`src/rtl/ex_multicycle_sequencer_pkg.sv`:
```
// Shared encodings for the EX multi-cycle sequencer: unit ids, FSM states
// and the fixed-priority unit selector (atomic > mul/div > fpu).
package ex_multicycle_sequencer_pkg;

    localparam logic [1:0] UNIT_NONE   = 2'd0;
    localparam logic [1:0] UNIT_MULDIV = 2'd1;
    localparam logic [1:0] UNIT_ATOMIC = 2'd2;
    localparam logic [1:0] UNIT_FPU    = 2'd3;

    localparam logic [1:0] SEQ_IDLE = 2'd0;
    localparam logic [1:0] SEQ_WAIT = 2'd1;
    localparam logic [1:0] SEQ_POST = 2'd2;

    // Later assignments win, giving atomic the highest priority.
    function automatic logic [1:0] pick_unit(
        input logic atomic,
        input logic mul_div,
        input logic fp
    );
        logic [1:0] u;
        u = UNIT_NONE;
        if (fp) u = UNIT_FPU;
        if (mul_div) u = UNIT_MULDIV;
        if (atomic) u = UNIT_ATOMIC;
        return u;
    endfunction

endpackage

```
`src/rtl/ex_multicycle_sequencer_if.sv`:
```
// Bundle between the core pipeline/units and the EX multi-cycle sequencer.
// master: pipeline side (drives EX/ID info, done pulses, mmu/flush);
// slave: sequencer (drives starts, kill, holds, stalls, active unit, error).
interface ex_multicycle_sequencer_if #(
    parameter int RD_W = 5
);

    logic            idex_valid;
    logic            idex_is_mul_div;
    logic            idex_is_atomic;
    logic            idex_fp_multi;
    logic [RD_W-1:0] idex_rd;
    logic [RD_W-1:0] ifid_rs1;
    logic [RD_W-1:0] ifid_rs2;
    logic            mul_div_done;
    logic            atomic_done;
    logic            fpu_done;
    logic            mmu_busy;
    logic            flush_ex;

    logic            mul_div_start;
    logic            atomic_start;
    logic            fpu_start;
    logic            unit_kill;
    logic            hold_idex;
    logic            hold_exmem;
    logic            seq_stall_front;
    logic            seq_bubble_idex;
    logic [1:0]      active_unit;
    logic            timeout_err;

    modport master (
        output idex_valid, idex_is_mul_div, idex_is_atomic, idex_fp_multi,
        output idex_rd, ifid_rs1, ifid_rs2,
        output mul_div_done, atomic_done, fpu_done, mmu_busy, flush_ex,
        input  mul_div_start, atomic_start, fpu_start, unit_kill,
        input  hold_idex, hold_exmem, seq_stall_front, seq_bubble_idex,
        input  active_unit, timeout_err
    );

    modport slave (
        input  idex_valid, idex_is_mul_div, idex_is_atomic, idex_fp_multi,
        input  idex_rd, ifid_rs1, ifid_rs2,
        input  mul_div_done, atomic_done, fpu_done, mmu_busy, flush_ex,
        output mul_div_start, atomic_start, fpu_start, unit_kill,
        output hold_idex, hold_exmem, seq_stall_front, seq_bubble_idex,
        output active_unit, timeout_err
    );

endinterface

```
`src/rtl/ex_multicycle_sequencer_dep_compare.sv`:
```
// Integer RAW check of one destination against the two ID sources.
// Ports: rd_i, rs1_i, rs2_i (register indices) -> dep_o (x0 never matches).
module ex_dep_compare #(
    parameter int RD_W = 5
) (
    input  logic [RD_W-1:0] rd_i,
    input  logic [RD_W-1:0] rs1_i,
    input  logic [RD_W-1:0] rs2_i,
    output logic            dep_o
);

    assign dep_o = (rd_i != '0) && ((rd_i == rs1_i) || (rd_i == rs2_i));

endmodule

```
`src/rtl/ex_multicycle_sequencer.sv`:
```
// Sequences the shared EX multi-cycle units: one start per op, holds
// IDEX/EXMEM until done, one-cycle post-completion dependency stall,
// flush/watchdog kill. Ports: clk, reset_n (sync, active low), seq (slave).
module ex_multicycle_sequencer
    import ex_multicycle_sequencer_pkg::*;
#(
    parameter int TIMEOUT_CYCLES = 256,
    parameter int XLEN_RD_W      = 5
) (
    input logic                      clk,
    input logic                      reset_n,
    ex_multicycle_sequencer_if.slave seq
);

    localparam int               CNT_W   = $clog2(TIMEOUT_CYCLES + 1);
    localparam logic [CNT_W-1:0] CNT_MAX = CNT_W'(TIMEOUT_CYCLES);
    localparam logic [CNT_W-1:0] CNT_ONE = CNT_W'(1);

    logic [1:0]           state_q, state_d;
    logic [CNT_W-1:0]     cnt_q, cnt_d;
    logic [1:0]           unit_q, unit_d;
    logic [XLEN_RD_W-1:0] rd_q, rd_d;
    logic                 timeout_q, timeout_d;

    logic       req;
    logic [1:0] sel;
    logic       sel_done;
    logic       dep_live;
    logic       dep_post;

    logic       md_start;
    logic       at_start;
    logic       fp_start;
    logic       kill;
    logic       hold;
    logic       stall;
    logic       bubble;
    logic [1:0] act;

    // Done-cycle check uses the op still sitting in EX; POST uses the
    // captured rd because IDEX has moved on by then.
    ex_dep_compare #(.RD_W(XLEN_RD_W)) u_dep_live (
        .rd_i  (seq.idex_rd),
        .rs1_i (seq.ifid_rs1),
        .rs2_i (seq.ifid_rs2),
        .dep_o (dep_live)
    );

    ex_dep_compare #(.RD_W(XLEN_RD_W)) u_dep_post (
        .rd_i  (rd_q),
        .rs1_i (seq.ifid_rs1),
        .rs2_i (seq.ifid_rs2),
        .dep_o (dep_post)
    );

    assign req = seq.idex_valid
               & (seq.idex_is_atomic | seq.idex_is_mul_div | seq.idex_fp_multi);
    assign sel = pick_unit(seq.idex_is_atomic, seq.idex_is_mul_div,
                           seq.idex_fp_multi);

    always_comb begin
        sel_done = 1'b0;
        case (unit_q)
            UNIT_MULDIV: sel_done = seq.mul_div_done;
            UNIT_ATOMIC: sel_done = seq.atomic_done;
            UNIT_FPU:    sel_done = seq.fpu_done;
            default:     sel_done = 1'b0;
        endcase
    end

    always_comb begin
        state_d   = state_q;
        cnt_d     = cnt_q;
        unit_d    = unit_q;
        rd_d      = rd_q;
        timeout_d = timeout_q;
        md_start  = 1'b0;
        at_start  = 1'b0;
        fp_start  = 1'b0;
        kill      = 1'b0;
        hold      = 1'b0;
        stall     = 1'b0;
        bubble    = 1'b0;
        act       = UNIT_NONE;

        if (seq.mmu_busy) begin
            // Page walk freezes everything and keeps the pipe parked.
            hold  = 1'b1;
            stall = 1'b1;
            if (state_q == SEQ_WAIT) act = unit_q;
        end else begin
            unique case (state_q)
                SEQ_WAIT: begin
                    act = unit_q;
                    if (seq.flush_ex) begin
                        kill    = 1'b1;
                        act     = UNIT_NONE;
                        unit_d  = UNIT_NONE;
                        state_d = SEQ_IDLE;
                    end else if (sel_done) begin
                        unit_d = UNIT_NONE;
                        if (unit_q == UNIT_FPU) begin
                            state_d = SEQ_IDLE;
                        end else begin
                            stall   = dep_live;
                            bubble  = dep_live;
                            state_d = SEQ_POST;
                        end
                    end else if (cnt_q == CNT_MAX) begin
                        kill      = 1'b1;
                        act       = UNIT_NONE;
                        timeout_d = 1'b1;
                        unit_d    = UNIT_NONE;
                        state_d   = SEQ_IDLE;
                    end else begin
                        hold  = 1'b1;
                        stall = 1'b1;
                        cnt_d = cnt_q + CNT_ONE;
                    end
                end
                default: begin
                    if (state_q == SEQ_POST) begin
                        stall  = dep_post;
                        bubble = dep_post;
                    end
                    state_d = SEQ_IDLE;
                    if (req && !seq.flush_ex) begin
                        md_start = (sel == UNIT_MULDIV);
                        at_start = (sel == UNIT_ATOMIC);
                        fp_start = (sel == UNIT_FPU);
                        hold     = 1'b1;
                        stall    = 1'b1;
                        bubble   = 1'b0;
                        act      = sel;
                        unit_d   = sel;
                        rd_d     = seq.idex_rd;
                        cnt_d    = '0;
                        state_d  = SEQ_WAIT;
                    end
                end
            endcase
        end
    end

    always_ff @(posedge clk) begin
        if (!reset_n) begin
            state_q   <= SEQ_IDLE;
            cnt_q     <= '0;
            unit_q    <= UNIT_NONE;
            rd_q      <= '0;
            timeout_q <= 1'b0;
        end else begin
            state_q   <= state_d;
            cnt_q     <= cnt_d;
            unit_q    <= unit_d;
            rd_q      <= rd_d;
            timeout_q <= timeout_d;
        end
    end

    // Mealy outputs are quiet while reset is asserted.
    assign seq.mul_div_start   = reset_n & md_start;
    assign seq.atomic_start    = reset_n & at_start;
    assign seq.fpu_start       = reset_n & fp_start;
    assign seq.unit_kill       = reset_n & kill;
    assign seq.hold_idex       = reset_n & hold;
    assign seq.hold_exmem      = reset_n & hold;
    assign seq.seq_stall_front = reset_n & stall;
    assign seq.seq_bubble_idex = reset_n & bubble;
    assign seq.active_unit     = reset_n ? act : UNIT_NONE;
    assign seq.timeout_err     = timeout_q;

endmodule

```
`src/flat_wrapper.sv`:
```
// flat-port wrapper written by rule: the top's interface ports become plain ports
module ex_multicycle_sequencer_flat import ex_multicycle_sequencer_pkg::*;
#(
    parameter int TIMEOUT_CYCLES = 256,
    parameter int XLEN_RD_W      = 5
)
  (clk, reset_n, seq_idex_valid, seq_idex_is_mul_div, seq_idex_is_atomic, seq_idex_fp_multi, seq_idex_rd, seq_ifid_rs1, seq_ifid_rs2, seq_mul_div_done, seq_atomic_done, seq_fpu_done, seq_mmu_busy, seq_flush_ex, seq_mul_div_start, seq_atomic_start, seq_fpu_start, seq_unit_kill, seq_hold_idex, seq_hold_exmem, seq_seq_stall_front, seq_seq_bubble_idex, seq_active_unit, seq_timeout_err);
  ex_multicycle_sequencer_if #(.RD_W(5)) seq_i ();
  input logic clk;
  input logic reset_n;
  input wire logic [$bits(seq_i.idex_valid)-1:0] seq_idex_valid;
  input wire logic [$bits(seq_i.idex_is_mul_div)-1:0] seq_idex_is_mul_div;
  input wire logic [$bits(seq_i.idex_is_atomic)-1:0] seq_idex_is_atomic;
  input wire logic [$bits(seq_i.idex_fp_multi)-1:0] seq_idex_fp_multi;
  input wire logic [$bits(seq_i.idex_rd)-1:0] seq_idex_rd;
  input wire logic [$bits(seq_i.ifid_rs1)-1:0] seq_ifid_rs1;
  input wire logic [$bits(seq_i.ifid_rs2)-1:0] seq_ifid_rs2;
  input wire logic [$bits(seq_i.mul_div_done)-1:0] seq_mul_div_done;
  input wire logic [$bits(seq_i.atomic_done)-1:0] seq_atomic_done;
  input wire logic [$bits(seq_i.fpu_done)-1:0] seq_fpu_done;
  input wire logic [$bits(seq_i.mmu_busy)-1:0] seq_mmu_busy;
  input wire logic [$bits(seq_i.flush_ex)-1:0] seq_flush_ex;
  output wire logic [$bits(seq_i.mul_div_start)-1:0] seq_mul_div_start;
  output wire logic [$bits(seq_i.atomic_start)-1:0] seq_atomic_start;
  output wire logic [$bits(seq_i.fpu_start)-1:0] seq_fpu_start;
  output wire logic [$bits(seq_i.unit_kill)-1:0] seq_unit_kill;
  output wire logic [$bits(seq_i.hold_idex)-1:0] seq_hold_idex;
  output wire logic [$bits(seq_i.hold_exmem)-1:0] seq_hold_exmem;
  output wire logic [$bits(seq_i.seq_stall_front)-1:0] seq_seq_stall_front;
  output wire logic [$bits(seq_i.seq_bubble_idex)-1:0] seq_seq_bubble_idex;
  output wire logic [$bits(seq_i.active_unit)-1:0] seq_active_unit;
  output wire logic [$bits(seq_i.timeout_err)-1:0] seq_timeout_err;
  assign seq_i.idex_valid = seq_idex_valid;
  assign seq_i.idex_is_mul_div = seq_idex_is_mul_div;
  assign seq_i.idex_is_atomic = seq_idex_is_atomic;
  assign seq_i.idex_fp_multi = seq_idex_fp_multi;
  assign seq_i.idex_rd = seq_idex_rd;
  assign seq_i.ifid_rs1 = seq_ifid_rs1;
  assign seq_i.ifid_rs2 = seq_ifid_rs2;
  assign seq_i.mul_div_done = seq_mul_div_done;
  assign seq_i.atomic_done = seq_atomic_done;
  assign seq_i.fpu_done = seq_fpu_done;
  assign seq_i.mmu_busy = seq_mmu_busy;
  assign seq_i.flush_ex = seq_flush_ex;
  assign seq_mul_div_start = seq_i.mul_div_start;
  assign seq_atomic_start = seq_i.atomic_start;
  assign seq_fpu_start = seq_i.fpu_start;
  assign seq_unit_kill = seq_i.unit_kill;
  assign seq_hold_idex = seq_i.hold_idex;
  assign seq_hold_exmem = seq_i.hold_exmem;
  assign seq_seq_stall_front = seq_i.seq_stall_front;
  assign seq_seq_bubble_idex = seq_i.seq_bubble_idex;
  assign seq_active_unit = seq_i.active_unit;
  assign seq_timeout_err = seq_i.timeout_err;
  ex_multicycle_sequencer #(.TIMEOUT_CYCLES(TIMEOUT_CYCLES), .XLEN_RD_W(XLEN_RD_W)) u_core (.clk(clk), .reset_n(reset_n), .seq(seq_i));
endmodule
```
`config.mk`:
```
export PLATFORM = sky130hd
export DESIGN_NAME = ex_multicycle_sequencer_flat
export DESIGN_NICKNAME = d
export VERILOG_FILES = /design/src/rtl/ex_multicycle_sequencer_pkg.sv /design/src/rtl/ex_multicycle_sequencer_if.sv /design/src/rtl/ex_multicycle_sequencer_dep_compare.sv /design/src/rtl/ex_multicycle_sequencer.sv /design/src/flat_wrapper.sv
export SDC_FILE = /design/constraint.sdc
export NUM_CORES = 1
export LEC_CHECK = 0
export ABC_AREA = 1
export CORE_MARGIN = 2
export CORE_UTILIZATION = 49
export DETAILED_ROUTE_END_ITERATION = 10
export PLACE_DENSITY = 0.77
export SLEW_MARGIN = 20
export SYNTH_ARGS = -nofsm -noshare
export SYNTH_HDL_FRONTEND = slang
export SYNTH_SLANG_ARGS = --single-unit
```
`constraint.sdc`:
```
create_clock -name clk -period 2.9 [get_ports clk]
set_clock_uncertainty 0.2 [all_clocks]
set_input_delay 0.87 -clock clk [delete_from_list [all_inputs] [get_ports clk]]
set_output_delay 0.87 -clock clk [all_outputs]
set_load 0.03 [all_outputs]
```
==> results.py, run 1 <==
metrics = {
    "run_status": {
        "outcome": "complete, but fails checks",
        "violations": "negative setup slack",
    },
    "clocking": {
        "cts_buffer_depth": 2,
        "numClockSinks": 19,
        "cts_hold_buf": 0,
        "cts-root-buf": "clkbuf_4",
        "clk_latency_ns": 0.33,
        "path_clk_slew_ns": 0.13,
        "htree_levels": 1,
        "cts_buffers": 3,
        "cts_tree": "yes",
    },
    "layout": {
        "insertedDiodeCount": 0,
        "multiInputGateArea_mm2": 0.00120,
        "fillers": 159,
        "syn_to_final_growth_pct": 71.6,
        "seqCellArea_um2": 388,
        "nNetsFinal": 373,
        "drive_gt1_frac": 0.451,
        "fin_cells": 377,
    },
    "floorplan": {
        "die_x_um": 59.6,
        "core_mm2": 0.00300,
        "die_h_um": 59.6,
        "start_util": 0.505,
        "ios": 37,
        "die-area_mm2": 0.00355,
        "row_count": 20,
    },
    "setup_path": {
        "worstPathArrival_ns": 2.02,
        "cpPeakStageDelay_ns": 0.21,
        "cp-start-kind": "input port",
        "cp_max_fo": 5,
        "worst_setup_path_end_kind": "output pin",
        "crit_chain": "buf_6 > buf_4 > nor3_2 > nand3_1 > nand3_2 > nand2_1 > nand2_1 > a21oi_2 > buf_6",
        "crit_family": "simple AND/OR/NAND/NOR gates",
        "crit_slowest_cell": "nor3_2",
        "critical_path_class": "in2out",
        "required_ns": 1.83,
        "path_buf_inv": 3,
    },
    "sta": {
        "grt_setup_unrepaired": "yes",
        "slew_violations": 0,
        "setup_ws_ns": -0.190,
        "slew_headroom": 0.765,
        "hold_violations": 0,
        "finalSetupViolations": 10,
        "period_share": 1.07,
        "fmax_ghz": 0.324,
        "tightest_slew_ns": 0.349,
        "finalCriticalPeriod_ns": 3.09,
        "hold_slack_ns": 0.283,
    },
    "routing": {
        "vias_per_cell": 5.72,
        "finalWirelength_um": 6370,
        "drt_iter0_drc": 290,
        "drc": 0,
        "ant_nets": 0,
        "firstDrtPassIters": 5,
        "post_drt_wl_per_cell_um": 16.9,
        "vias": 2155,
    },
    "place": {
        "dp.cells": 347,
        "io_buffers": 36,
        "dp_slack_ns": -0.559,
        "place.gp.congestion": 0.855,
        "hpwl_um": 3310,
    },
    "power": {
        "p_int_mw": 0.438,
        "combPwrFrac": 0.375,
        "p_seq_frac": 0.401,
        "vdd.ir_drop.worst_uv": 268,
        "cellPowerDensity_mw_per_mm2": 263,
        "p_leak_nw": 1.20,
        "p_clk_frac": 0.224,
        "swShare": 0.359,
        "power_switching_mw": 0.245,
    },
    "logic_synthesis": {
        "synth.most_common_cell": "nand2_1",
        "syn_nets": 281,
        "yosysWarnings": 0,
        "synth_top_area_frac": 0.251,
        "yosys-top-cells-area": "dfxtp_1 (25%), nand2_1 (17%), inv_1 (9.9%)",
        "ys_seq_elements": 19,
        "ys_top_cells_by_count": "nand2_1 (70), inv_1 (40), nand3_1 (29)",
        "seq_area_frac_synth": 0.251,
        "synth_flop_cell": "dfxtp_1",
        "yosys.area.top_type": "dfxtp_1",
        "synth_edf_count": 0,
        "synth_cell_types": 25,
        "avgSynthCellArea_um2": 5.99,
        "synthCells": 253,
        "async_reset_ff_frac": 0,
        "synthesis.area_mm2": 0.00152,
    },
    "job": {
        "drv_cap": 0,
    },
    "global_route": {
        "grt_overflow": 0,
        "grt_max_degree": 20,
        "grt_first_pass_wirelength_um": 8530,
        "grt_antenna_before_repair": 0,
        "grt_pass1_vias": 1890,
        "track_usage": 0.323,
    },
    "hold_path": {
        "hold_class": "reg2reg",
    },
}
layout make-up:
cell class	count	area share
multi-input cells	189	0.463
repair buffers	91	0.298
flip-flops and latches	19	0.149
inverters	41	0.0635
well taps	33	0.0159
clock buffers	4	0.0101
cells in the final DEF (no fill, tap or decap), types with 12 or more instances in the layout:
| master | n |
|---|---|
| buf_6 | 25 |
| buf_4 | 55 |
| inv_1 | 25 |
| inv_2 | 12 |
| a21oi_1 | 16 |
| nor2_1 | 20 |
| nand2_1 | 60 |
| nand3_1 | 23 |
| dfxtp_1 | 15 |
sequential cells by signal (all words and copies together), names as in the netlist:
name	flops
u_core.unit_q	2
u_core.cnt_q	9
u_core.seq.timeout_err	1
u_core.state_q	2
u_core.rd_q	5
power by group through the flow:
stage          Sequential, mW  Clock, mW  Combinational (mW)
2_1_floorplan           0.277          0              0.0955
3_3_place_gp            0.279          0               0.187
3_5_place_dp            0.279          0               0.189
4_1_cts                 0.274      0.149               0.215
5_1_grt                 0.275      0.161               0.270
6_report                0.274      0.153               0.256
cells by family after synthesis:
logic type,Yosys count,share of synthesized area
simple gates,142,0.430
buf+inv,45,0.119
compound gates,33,0.114
flops,19,0.251
xor+xnor,12,0.0694
fa+ha+maj,2,0.0165
per-stage QoR:
| stage | total power [mW] | area [µm²] | setup TNS (ns) | util |
|---|---|---|---|---|
| 2_1_floorplan | 0.373 | 1560 | -0.149 | - |
| 3_3_place_gp | 0.466 | 2130 | -4.65 | 0.710 |
| 3_5_place_dp | 0.468 | 2130 | -4.85 | 0.710 |
| 4_1_cts | 0.637 | 2390 | -0.160 | 0.798 |
| 5_1_grt | 0.706 | 2600 | -1.19 | 0.866 |
| 6_report | 0.683 | 2600 | -0.754 | 0.866 |
worst register-to-register path: cells and delay by family, from the launching register on:
family	cells	cell delay, ns
buf+inv	11	1.39
compound gates	1	0.15
simple gates	4	0.67
flops	1	0.38
metal layers:
layer | GRT usage | vias up | routed length, µm
li1 | - | 994 | -
met1 | 0.392 | 1003 | 2450
met2 | 0.556 | 119 | 3260
met3 | 0.0633 | 39 | 370
met4 | 0.127 | 0 | 294
met5 | 0 | - | 0
timing repair:
action	in CTS	in global routing
setup endpoints to repair	10	10
gates resized for setup	145	53
buffers inserted	21	7
pin swaps	36	34
path summary, 6_finish.rpt:
path                                                           from  cells past startpoint                             endpoint  slack (ns)
worst max-delay path                                 seq_idex_rd[3]                      9                  seq_seq_stall_front       -0.19
worst min-delay path            u_core.seq.timeout_err$_SDFFE_PN0P_                      1  u_core.seq.timeout_err$_SDFFE_PN0P_        0.28
worst max register to register         u_core.cnt_q[3]$_SDFFE_PN0P_                     16  u_core.seq.timeout_err$_SDFFE_PN0P_        0.09
worst min register to register  u_core.seq.timeout_err$_SDFFE_PN0P_                      1  u_core.seq.timeout_err$_SDFFE_PN0P_        0.28
Note: power is estimated with default switching activity, not from simulation.
==> run 2: changes to the inputs <==
--- a/config.mk
+++ b/config.mk
@@ -10,6 +10,7 @@
 export CORE_UTILIZATION = 49
 export DETAILED_ROUTE_END_ITERATION = 10
 export PLACE_DENSITY = 0.77
+export SETUP_SLACK_MARGIN = 0.5
 export SLEW_MARGIN = 20
 export SYNTH_ARGS = -nofsm -noshare
 export SYNTH_HDL_FRONTEND = slang
==> run 2 against run 1 <==
Against the previous run:
- the flow still finishes with violations (negative setup slack)
- utilization is 0.33 points higher
- global-route usage decreased by 0.90 points
- count of clock-buffer cells in the layout unchanged
- largest power group unchanged
- highest routed layer unchanged
==> results.py, run 2 (synthesis gave the netlist of run 1 again) <==
metrics = {
    "floorplan": {
        "die_x_um": 59.6,
        "die_h_um": 59.6,
        "die-area_mm2": 0.00355,
        "row_count": 20,
        "core_mm2": 0.00300,
        "start_util": 0.505,
        "ios": 37,
    },
    "setup_path": {
        "crit_chain": "buf_2 > inv_1 > nand2_1 > nand2_1 > nor2_1 > nand3_1 > nand2_2 > nand3_2 > nand2_2 > nand2_2 > a21oi_4 > buf_6",
        "worstSetupPathDepth": 12,
        "critical_path_class": "in2out",
        "r2r_end": "u_core.seq.timeout_err$_SDFFE_PN0P_",
        "crit_slowest_cell": "a21oi_4",
        "crit_top_cell": "nand2_2",
        "crit_family": "simple AND/OR/NAND/NOR gates",
        "worst_setup_path_end_kind": "output pin",
        "cp_max_fo": 4,
        "rr_worst_depth": 18,
        "r2r_start": "u_core.cnt_q[4]$_SDFFE_PN0P_",
        "rrSetupSlack_ns": 0.01,
        "path_buf_inv": 3,
        "worstPathArrival_ns": 2.01,
        "cp-start-kind": "input port",
        "cpPeakStageDelay_ns": 0.15,
        "required_ns": 1.83,
    },
    "routing": {
        "ant_nets": 0,
        "vias": 1999,
        "vias_per_cell": 5.42,
        "drc": 0,
        "post_drt_wl_per_cell_um": 15.6,
        "firstDrtPassIters": 5,
        "drt_iter0_drc": 133,
        "finalWirelength_um": 5770,
    },
    "run_status": {
        "outcome": "complete, but fails checks",
        "violations": "negative setup slack",
    },
    "clocking": {
        "numClockSinks": 19,
        "cts_tree": "yes",
        "path_clk_slew_ns": 0.10,
        "cts_buffer_depth": 2,
        "cts_hold_buf": 0,
        "clk_latency_ns": 0.32,
        "cts_buffers": 3,
        "htree_levels": 1,
        "cts-root-buf": "clkbuf_4",
    },
    "global_route": {
        "grt_pass1_vias": 1965,
        "grt_overflow": 0,
        "track_usage": 0.314,
        "grt_antenna_before_repair": 0,
        "grt_max_degree": 14,
        "grt_first_pass_wirelength_um": 8340,
    },
    "hold_path": {
        "min_path_cells": 1,
        "whs_endpoint": "u_core.seq.timeout_err$_SDFFE_PN0P_",
        "hp-start": "u_core.seq.timeout_err$_SDFFE_PN0P_",
        "hold_class": "reg2reg",
    },
    "power": {
        "cellPowerDensity_mw_per_mm2": 253,
        "vdd.ir_drop.worst_uv": 199,
        "p_leak_nw": 1.21,
    },
    "sta": {
        "fin_tns_setup_ns": -0.593,
        "slew_violations": 0,
        "fmax_ghz": 0.325,
        "hold_slack_ns": 0.302,
        "grt_setup_unrepaired": "yes",
        "period_share": 1.06,
        "setup_ws_ns": -0.179,
        "hold_violations": 0,
        "finalCriticalPeriod_ns": 3.08,
        "slew_headroom": 0.785,
        "finalSetupViolations": 9,
        "tightest_slew_ns": 0.322,
    },
    "layout": {
        "fillers": 173,
        "top_regs": "u_core.cnt_q (9), u_core.rd_q (5)",
        "drive_gt1_frac": 0.435,
        "largest_register": "u_core.cnt_q",
        "syn_to_final_growth_pct": 72.3,
        "insertedDiodeCount": 0,
        "seqCellArea_um2": 387,
        "fin_cells": 369,
        "layout_commonest_cell": "nand2_1",
        "nNetsFinal": 365,
        "multiInputGateArea_mm2": 0.00122,
        "largest_reg_flops": 9,
        "final_cell_mix": "nand2_1 (58), buf_6 (34), buf_4 (29)",
    },
    "place": {
        "hpwl_um": 3300,
        "place.gp.congestion": 0.829,
        "dp_slack_ns": -0.645,
        "dp.cells": 350,
        "io_buffers": 36,
    },
    "job": {
        "drv_cap": 0,
    },
}
[run 2: cell count changes in the layout (fill, tap and decap cells not counted), moves of 3 or more]
cell | before | now
inv_1 | 25 | 28
a21oi_4 | 0 | 3
a21oi_2 | 5 | 2
buf_2 | 6 | 11
buf_6 | 25 | 34
nand3_2 | 3 | 7
nor2_2 | 1 | 4
nand3_4 | 3 | 0
nor2_1 | 20 | 17
buf_4 | 55 | 29
[run 2: metrics by stage]
stage               instance area [µm²]   util  total power, mW
finish                             2610  0.869            0.660
global route                       2610  0.869            0.691
CTS                                2500  0.832            0.640
detailed placement                 2260  0.753            0.487
global placement                   2260  0.753            0.485
floorplan                          1660      -            0.383
[run 2: repair_timing]
item	in CTS	in global routing
endpoints found under the setup margin	24	12
gates cloned	0	0
setup buffers	15	0
pin swaps	36	26
resized for setup	139	45
[run 2: worst reg2reg max path, delay by kind of cell, from the launching register on]
kind | cells | cell delay (ns)
flip-flops | 1 | 0.40
buffers and inverters | 13 | 1.36
AND/OR/NAND/NOR | 4 | 0.66
AO/OA/AOI/OAI | 1 | 0.17
[run 2: where the power goes]
part           internal (mW)  switching, mW
clock                 0.0537         0.0909
sequential             0.266        0.00680
combinational          0.109          0.133
[run 2: area by class of cell]
type                    instances  area share
clock buffers                   4      0.0101
inverters                      41      0.0647
multi-input cells             189       0.468
flip-flops and latches         19       0.148
well taps                      33      0.0158
repair buffers                 83       0.293
[run 2: how the worst max path moves through the flow]
stage                   start                  end  slack [ns]
6_report       seq_idex_rd[2]  seq_seq_stall_front       -0.18
5_1_grt        seq_idex_rd[2]  seq_seq_stall_front       -0.25
4_1_cts        seq_idex_rd[1]  seq_seq_stall_front       -0.12
3_5_place_dp   seq_idex_valid        seq_fpu_start       -0.65
3_3_place_gp   seq_idex_valid        seq_fpu_start       -0.63
2_1_floorplan  seq_idex_valid        seq_fpu_start       0.007
[run 2: layer usage]
layer  global-route usage  vias to the layer above  wire (µm)
li1                     -                      976          -
met1                0.333                      918       2150
met2                0.597                       80       3110
met3               0.0480                       25        301
met4                0.143                        0        208
met5                    0                        -          0
==> run 3: changes to the inputs <==
--- a/config.mk
+++ b/config.mk
@@ -10,7 +10,7 @@
 export CORE_UTILIZATION = 49
 export DETAILED_ROUTE_END_ITERATION = 10
 export PLACE_DENSITY = 0.77
-export SETUP_SLACK_MARGIN = 0.5
+export SETUP_SLACK_MARGIN = 0.4
 export SLEW_MARGIN = 20
 export SYNTH_ARGS = -nofsm -noshare
 export SYNTH_HDL_FRONTEND = slang
==> constraint.sdc (replaced) <==
create_clock -name clk -period 3.4 [get_ports clk]
set_clock_uncertainty 0.2 [all_clocks]
set_input_delay 1.02 -clock clk [delete_from_list [all_inputs] [get_ports clk]]
set_output_delay 1.02 -clock clk [all_outputs]
set_load 0.03 [all_outputs]
==> run 3 against run 2 <==
Against the previous run:
- the run now ends clean
- wire length grew 7.8%
- critical path depth stayed put
- final area up 0.96%
- flip-flop and latch count stayed put
- first-iteration DRC count is 26% higher
- utilization increased by 0.83 points
- critical endpoint unchanged
- largest cell class unchanged
- largest power group unchanged
==> results.py, run 3 (synthesis gave the netlist of run 1 again) <==
metrics = {
    "run_status": {
        "outcome": "finished clean",
    },
    "clocking": {
        "path_clk_slew_ns": 0.11,
        "clk_latency_ns": 0.31,
        "numClockSinks": 19,
        "cts_tree": "yes",
        "cts_buffer_depth": 2,
        "htree_levels": 1,
        "cts-root-buf": "clkbuf_4",
        "cts_buffers": 3,
    },
    "power": {
        "vdd.ir_drop.worst_uv": 159,
        "cellPowerDensity_mw_per_mm2": 220,
        "p_seq_frac": 0.404,
        "p_int_mw": 0.375,
        "combPwrFrac": 0.388,
        "power_switching_mw": 0.204,
        "swShare": 0.352,
        "p_clk_frac": 0.208,
        "p_leak_nw": 1.19,
    },
    "floorplan": {
        "die_x_um": 59.6,
        "core_mm2": 0.00300,
        "row_count": 20,
        "die-area_mm2": 0.00355,
        "start_util": 0.505,
        "die_h_um": 59.6,
        "ios": 37,
    },
    "layout": {
        "largest_reg_flops": 9,
        "nNetsFinal": 369,
        "final_cell_mix": "nand2_1 (52), buf_4 (48), buf_6 (29)",
        "drive_gt1_frac": 0.459,
        "fin_util": 0.878,
        "layout_commonest_cell": "nand2_1",
        "largest_register": "u_core.cnt_q",
        "syn_to_final_growth_pct": 73.9,
        "insertedDiodeCount": 0,
        "top_regs": "u_core.cnt_q (9), u_core.rd_q (5)",
    },
    "routing": {
        "vias_per_cell": 5.80,
        "vias": 2164,
        "drt_iter0_drc": 168,
        "finalWirelength_um": 6210,
        "firstDrtPassIters": 5,
        "ant_nets": 0,
        "post_drt_wl_per_cell_um": 16.7,
        "drc": 0,
    },
    "setup_path": {
        "cp_max_fo": 5,
        "worstPathArrival_ns": 2.16,
        "worst_setup_path_end_kind": "output pin",
        "required_ns": 2.18,
        "critical_path_class": "in2out",
        "cp-start-kind": "input port",
    },
    "sta": {
        "tightest_slew_ns": 0.345,
        "slew_violations": 0,
        "finalSetupViolations": 0,
        "period_share": 0.994,
        "hold_slack_ns": 0.283,
        "hold_violations": 0,
        "slew_headroom": 0.770,
        "finalCriticalPeriod_ns": 3.38,
        "grt_setup_unrepaired": "yes",
        "fmax_ghz": 0.296,
    },
    "job": {
        "drv_cap": 0,
    },
    "global_route": {
        "grt_max_degree": 20,
        "grt_pass1_vias": 1848,
        "grt_overflow": 0,
        "track_usage": 0.303,
        "grt_antenna_before_repair": 0,
        "grt_first_pass_wirelength_um": 8070,
    },
    "place": {
        "hpwl_um": 3160,
        "io_buffers": 36,
        "place.gp.congestion": 0.892,
    },
    "hold_path": {
        "hold_class": "reg2reg",
    },
}
==> run 3: cell types whose count changed in the layout (fill, tap and decap cells not counted), sizes merged <==
cell	previous run	this run
buf	78	84
clkdlybuf4s15	2	0
clkdlybuf4s50	0	1
clkinv	1	0
clkinvlp	0	1
dlymetal6s2s	1	0
==> run 3: worst paths after layout <==
kind / startpoint / end / slack (ns) / cells after the start
worst max register to register: u_core.unit_q[1]$_SDFFE_PN0P_ / u_core.seq.timeout_err$_SDFFE_PN0P_ / 0.26 / 20
worst min register to register: u_core.seq.timeout_err$_SDFFE_PN0P_ / u_core.seq.timeout_err$_SDFFE_PN0P_ / 0.28 / 1
worst max-delay path: seq_idex_rd[4] / seq_seq_stall_front / 0.02 / 12
worst min-delay path: u_core.seq.timeout_err$_SDFFE_PN0P_ / u_core.seq.timeout_err$_SDFFE_PN0P_ / 0.28 / 1
==> run 3: per-layer routing <==
| metal | global-route usage | share of wire | vias up | routed length, µm |
|---|---|---|---|---|
| li1 | - | - | 980 | - |
| met2 | 0.545 | 0.52 | 137 | 3250 |
| met5 | 0 | 0 | - | 0 |
| met3 | 0.0371 | 0.068 | 34 | 425 |
| met4 | 0.152 | 0.047 | 0 | 289 |
| met1 | 0.348 | 0.36 | 1013 | 2250 |
==> run 3: cell type report <==
class | instances | area, µm²
Inverter | 41 | 175
Fill cell | 146 | 368
Timing Repair Buffer | 87 | 782
Multi-Input combinational cell | 189 | 1230
Clock buffer | 4 | 26.3
Tap cell | 33 | 41.3
Sequential cell | 19 | 382
==> run 3: through the flow <==
stage                     instances  setup TNS [ns]  power (mW)  cell area [µm²]  setup WS, ns
final                           373               0       0.579             2640        0.0207
after global placement          345           -3.49       0.408             2210        -0.428
after CTS                       368               0       0.540             2460         0.127
after floorplan                 253               0       0.327             1660         0.207
after global routing            373         -0.0379       0.600             2640       -0.0379
after detailed placement        345           -3.60       0.410             2210        -0.442
==> run 3: worst max-delay path: stages <==
cell and delay, ns:
buf_8 0.09, inv_4 0.04, nand2_2 0.04, nand2_1 0.04
nor2_1 0.15, nand3_1 0.11, nand2_2 0.11, nand3_2 0.08
nand2_2 0.09, nand2_2 0.07, a21oi_4 0.16, buf_6 0.15
==> run 3: power groups by stage <==
stage / logic, mW / clock network [mW] / registers [mW]
2_1_floorplan: 0.0903 / 0 / 0.236
3_3_place_gp: 0.170 / 0 / 0.238
3_5_place_dp: 0.172 / 0 / 0.238
4_1_cts: 0.188 / 0.120 / 0.233
5_1_grt: 0.237 / 0.129 / 0.234
6_report: 0.225 / 0.120 / 0.234
==> run 3: timing repair <==
| item | 4_1_cts | 5_1_grt |
|---|---|---|
| buffers inserted | 19 | 5 |
| hold buffers | 0 | 0 |
| resized for setup | 150 | 42 |
| pin swaps | 36 | 28 |
| setup endpoints to repair | 10 | 11 |
